**config.mk**
```make
export PLATFORM = sky130hd
export DESIGN_NAME = unified_mem_arbiter
export DESIGN_NICKNAME = d
export VERILOG_FILES = /design/src/rtl/unified_mem_arbiter.sv
export SDC_FILE = /design/constraint.sdc
export NUM_CORES = 1
export LEC_CHECK = 0
export BUFFER_PORTS_ARGS = -buffer_cell sky130_fd_sc_hd__buf_2
export CAP_MARGIN = 20
export CORE_MARGIN = 2
export CORE_UTILIZATION = 47
export CTS_CLUSTER_DIAMETER = 50
export DETAILED_ROUTE_END_ITERATION = 6
export PLACE_DENSITY = 0.9
export SLEW_MARGIN = 10
export SYNTH_ARGS = -nofsm -noshare
export SYNTH_HDL_FRONTEND = slang
export SYNTH_SLANG_ARGS = --single-unit
```
**constraint.sdc**
```tcl
create_clock -name clk -period 6.6 [get_ports clk]
set_clock_uncertainty 0.2 [all_clocks]
set_input_delay 1.32 -clock clk [delete_from_list [all_inputs] [get_ports clk]]
set_output_delay 1.32 -clock clk [all_outputs]
set_load 0.1 [all_outputs]
```
**src/rtl/unified_mem_arbiter.sv**
```systemverilog
// unified_mem_arbiter: one single-port memory shared by the fetch and data ports.
// Requests are arbitrated in IDLE and sequenced over a fixed read latency.
module unified_mem_arbiter #(
  parameter int AW         = 32,
  parameter int DW         = 32,
  parameter int MEM_LAT    = 1,
  parameter int STARVE_MAX = 4
) (
  input  logic          clk,
  input  logic          rst,
  input  logic          i_req,
  input  logic [AW-1:0] i_addr,
  output logic [DW-1:0] i_rdata,
  output logic          i_valid,
  output logic          i_stall,
  input  logic          d_req,
  input  logic          d_we,
  input  logic [AW-1:0] d_addr,
  input  logic [DW-1:0] d_wdata,
  output logic [DW-1:0] d_rdata,
  output logic          d_valid,
  output logic          d_stall,
  output logic          m_en,
  output logic          m_we,
  output logic [AW-1:0] m_addr,
  output logic [DW-1:0] m_wdata,
  input  logic [DW-1:0] m_rdata,
  output logic [1:0]    dbgState
);
  // Handshake: a requester raises req with address/data stable and holds them until its
  // valid pulses for exactly one cycle; stall = req & ~valid. Requests are sampled only in IDLE.

  typedef enum logic [1:0] {IDLE, ISSUE, WAIT, RESP} stateT;

  localparam int CW = $clog2(MEM_LAT + 1);
  localparam int SW = $clog2(STARVE_MAX + 1);

  stateT          state;
  stateT          nextState;
  logic           ownerData;
  logic           ownerStore;
  logic [CW-1:0]  waitCnt;
  logic [SW-1:0]  starveCnt;
  logic           anyReq;
  logic           grantData;

  always_comb begin
    anyReq    = i_req | d_req;
    grantData = d_req;
    // On a conflict data wins until the fetch port has lost STARVE_MAX times in a row.
    if (i_req && d_req) grantData = (starveCnt != SW'(STARVE_MAX));
    nextState = state;
    case (state)
      IDLE:    if (anyReq) nextState = ISSUE;
      ISSUE:   nextState = ownerStore ? RESP : WAIT;
      WAIT:    if (waitCnt == CW'(1)) nextState = RESP;
      RESP:    nextState = IDLE;
      default: nextState = IDLE;
    endcase
  end

  assign m_en     = (state == ISSUE);
  assign m_we     = m_en & ownerStore;
  assign i_valid  = (state == RESP) & ~ownerData;
  assign d_valid  = (state == RESP) & ownerData;
  assign i_stall  = i_req & ~i_valid;
  assign d_stall  = d_req & ~d_valid;
  assign dbgState = state;

  always_ff @(posedge clk or posedge rst) begin
    if (rst) begin
      state      <= IDLE;
      ownerData  <= 1'b0;
      ownerStore <= 1'b0;
      waitCnt    <= '0;
      starveCnt  <= '0;
      m_addr     <= '0;
      m_wdata    <= '0;
      i_rdata    <= '0;
      d_rdata    <= '0;
    end else begin
      state <= nextState;
      case (state)
        IDLE: begin
          if (anyReq) begin
            ownerData  <= grantData;
            ownerStore <= grantData & d_we;
            m_addr     <= grantData ? d_addr : i_addr;
            if (grantData) m_wdata <= d_wdata;
            // A data win over a waiting fetch is always below the cap, so no saturation test.
            if (!grantData) starveCnt <= '0;
            else if (i_req) starveCnt <= starveCnt + SW'(1);
          end
        end
        ISSUE: waitCnt <= CW'(MEM_LAT);
        WAIT: begin
          waitCnt <= waitCnt - CW'(1);
          if (waitCnt == CW'(1)) begin
            if (ownerData) d_rdata <= m_rdata;
            else           i_rdata <= m_rdata;
          end
        end
        default: ;
      endcase
    end
  end
endmodule

```
Word-level counts from Yosys, hierarchy flattened
Index checks and enable logic that the tools add are counted.
{"block": "totals", "register_bits": 136, "in_bits": 133, "output_inout_bits": 136, "elab_cells": 46}
{"block": "classes", "addsub": 2, "n_eq_ne": 7, "n_mux": 9, "n_bitwise": 10, "reduce_logical": 9}
{"operator": "$mux W32", "n": 1}
{"operator": "$reduce_and A3 Y1", "n": 4}
{"operator": "$pmux W2 S4", "n": 1}
{"operator": "$and A1 B1 Y1", "n": 6}
{"operator": "$mux W3", "n": 2}
{"operator": "$ne A2 B2 Y1 const B", "n": 3}
{"operator": "$eq A2 B2 Y1 const B", "n": 2}
{"operator": "$mux W2", "n": 2}
{"operator": "$reduce_and A2 Y1", "n": 2}
{"operator": "$add A3 B1 Y3 const B", "n": 1}
{"operator": "$ne A3 B3 Y1 const B", "n": 1}
{"operator": "$not A1 Y1", "n": 3}
{"operator": "$eq A2 B1 Y1 const B", "n": 1}
{"operator": "$logic_not A2 Y1", "n": 1}
{"operator": "$mux W1", "n": 2}
{"operator": "$pmux W1 S2", "n": 1}
{"operator": "$reduce_bool A2 Y1", "n": 1}
{"operator": "$logic_and A1 B1 Y1", "n": 1}
{"operator": "$or A1 B1 Y1", "n": 1}
{"operator": "$sub A1 B1 Y1 const B", "n": 1}

Longest topological paths before layout
{"block": "logic_depth", "ltp_word": 4, "mapped_depth": 7, "ltp_nobuf": 5}

Least setup slack after synthesis
No wires, ideal clock.
{"block": "synth_timing", "path_kind": "register to output", "from": "register state[1] (netlist: dbgState[1])", "to": "output i_stall", "t_arrival_ps": 3614, "required_ps": 5080, "slack_ps": 1466, "stages_incl_launch_ff": 4, "path_cell_list": "dfrtp_1 -> ha_1 -> nor2b_1 -> nor2b_1"}
{"block": "synth_via", "elab_chain_cells": 4}
{"item": "start: declaration", "line_no": "38", "source": "stateT state;"}
{"item": "start signal: assignment", "line_no": "82", "source": "state <= nextState;"}
{"item": "$eq A2 B2 Y1", "line_no": "64", "source": "assign i_valid = (state == RESP) & ~ownerData;"}
{"item": "$and A1 B1 Y1", "line_no": "64"}
{"item": "via i_valid", "line_no": "14", "source": "output logic i_valid,"}
{"item": "$not A1 Y1", "line_no": "66", "source": "assign i_stall = i_req & ~i_valid;"}
{"item": "$and A1 B1 Y1", "line_no": "66"}
{"item": "end: declaration", "line_no": "15", "source": "output logic i_stall,"}
The timed path passes the listed nets, and every way through them passes these cells.

Worst setup path in the final report
{"block": "layout_timing", "from": "input d_req", "to": "output d_stall"}
{"block": "layout_via", "elab_chain_cells": 1}
{"item": "start: declaration", "line_no": "16", "source": "input logic d_req,"}
{"item": "$and A1 B1 Y1", "line_no": "67", "source": "assign d_stall = d_req & ~d_valid;"}
{"item": "end: declaration", "line_no": "22", "source": "output logic d_stall,"}
No other way between the ends.

==> flow_summary.yaml <==
synthesis:
  synth_area_um2: 5771
  synth_top_area_cell: "dfrtp_1"
  avgSynthCellArea_um2: 13.14
  synth.yosys.warnings: 0
  synth_common_cells: "dfrtp_1, mux2_2, nand2_1"
  syn_nets: 579
  synth_cell_types: 30
  netlist_top_cells_area: "dfrtp_1, mux2_2, mux2_4"
  synth_cells: 439
  synth_top_flop_cell: "dfrtp_1"
  async_flop_share_pct: 100.0
  yosysMostFrequentCell: "dfrtp_1"
  synth-edff-count: 0
  yosys_register_bits: 136
  ys_seq_area_share_pct: 58.98
  yosys.area.top_type_share_pct: 58.98
routing:
  drc: 0
  vias_per_cell: 5.229
  drt_iter0_markers: 223
  vias: 4497
  totalWireLength_um: 14280
  first_pass_iters: 4
  ant_nets: 0
  wire_per_inst_um: 16.60
worst_setup_path:
  critPathMostFrequentCell: "buf_2"
  cp-start-kind: "input port"
  rrSetupSlack_ns: 3.73
  critPathMaxStageDelay_ns: 0.58
  path_class: "input port to primary output"
  crit_chain: "buf_2 > nor2b_1 > buf_2"
  cp-end-kind: "primary output"
  crit_fanout: 40
  r2r-end: "m_wdata[0]"
  worstPathRequired_ns: 5.08
  crit_family: "buffers and inverters"
  worst-path-buf-inv: 2
  cp_slowest_cell: "buf_2"
  rr_startpoint: "dbgState[0]"
  worstRegToRegCells: 5
  arrival_ns: 2.55
die:
  dieArea_um2: 13180
  num_rows: 40
  die_x_um: 114.8
  ios: 269
  core_area_um2: 12010
  initial_core_util_pct: 48.04
  die_height_um: 114.8
cts:
  cts_max_path_buffers: 2
  cts_buffers: 17
  postCtsSetupRepairBufs: 0
  clk_pin_slew_ns: 0.06
  cts_tree: "yes"
  postCtsHoldBufs: 0
  cts_root_buffer: "clkbuf_16"
  cts_resized: 0
  clock_latency_ns: 0.41
  clock-sinks: 136
  htree_levels: 4
global_route:
  grt_max_degree: 70
  grt_antenna_before_repair: 0
  grt_pass1_vias: 4403
  overflow: 0
  grtUsageTotal_pct: 21.79
  grt_pass1_wl_um: 22130
timing:
  finalSetupViolCount: 0
  rsz0062_at_grt: "false"
  fmax_ghz: 0.2457
  period_needed_ns: 4.070
  hold_viol: 0
  slew_violations: 0
  postLayoutSetupSlackWorst_ns: 2.530
  maxSlewHeadroom_pct: 30.62
  tns_ns: 0
  period_share_pct: 61.67
  worstMarginPinSlew_ns: 1.041
layout:
  stdcell_area_um2: 7812
  area_growth_pct: 35.39
  nNetsFinal: 841
  diodes: 0
  nFillCells: 894
  utilization_pct: 65.04
  drive_above_1_share_pct: 57.08
worst_hold_path:
  min_path_cells: 2
  worstHoldStart: "m_addr[27]"
  hold_end: "m_addr[27]"
  min_path_type: "flip-flop to flip-flop"
place:
  place_area_um2: 7181
  numPortBuffers: 268
  routabilityCongestion: 0.7677
  dp_hpwl_um: 10010
  place_ws_ns: 2.591
run:
  drv_cap: 0
outcome:
  status: "completed"
[area by class of cell]
class	instances	area, um^2	area share [%]
inverters	6	27.53	0.3523
repair buffers	275	1414	18.10
multi-input cells	265	2180	27.90
well taps	147	183.9	2.354
clock buffers	19	452.9	5.798
flip-flops and latches	136	3403	43.56
clock inverters	12	151.4	1.938
[kinds of logic after synthesis]
group / share of synthesized area, %
compound gates: 5.572
mux: 20.75
flops: 58.98
buf+inv: 3.339
simple gates: 9.844
fa+ha+maj: 1.518
[flip-flops by register name, indices dropped and copies added, names as in the netlist]
name,flops
dbgState,2
ownerStore,1
d_rdata,32
starveCnt,3
i_rdata,32
ownerData,1
waitCnt,1
m_addr,32
m_wdata,32
[per-layer routing]
layer | vias up | routed length [um] | GRT usage, %
met5 | - | 0 | 0
met4 | 0 | 343 | 9.398
met3 | 28 | 1016 | 5.640
met2 | 219 | 7216 | 36.73
met1 | 2158 | 5703 | 26.71
li1 | 2092 | - | -
[worst max path at each step]
stage,from,to,slack (ns),depth (start not counted)
6_report,d_req,d_stall,2.53,3
5_1_grt,d_req,d_stall,2.46,3
4_1_cts,d_req,d_stall,2.58,3
3_5_place_dp,d_req,d_stall,2.59,3
3_3_place_gp,d_req,d_stall,2.59,3
2_1_floorplan,rst,d_rdata[0],1.44,1
[worst register-to-register path: stages, from the launching register on]
cell,delay [ns]
dfrtp_1,0.43
inv_1,0.16
ha_1,0.17
buf_4,0.35
and3_2,0.98
mux2_2,0.45
[through the flow]
step	hold WS (ns)	cells
global route	0.3055	860
floorplan	0.2583	439
detailed placement	0.2811	828
global placement	0.2729	828
finish	0.2904	860
CTS	0.2940	859
[placed cells by master, fill, tap and decap left out, types with 4 or more instances in the layout]
cell        instances
nand4_1            32
clkbuf_16          17
nand3_1             4
nor2b_1             4
o211ai_1           32
buf_4               6
mux2_4             28
mux2_2             69
clkinvlp_4          5
inv_1               5
buf_2             268
nand2_1            67
ha_1                7
dfrtp_1           136
Power is left out: the tool's default activity adds up to more than one toggle a clock period on the data nets, which glitch-free logic cannot reach.
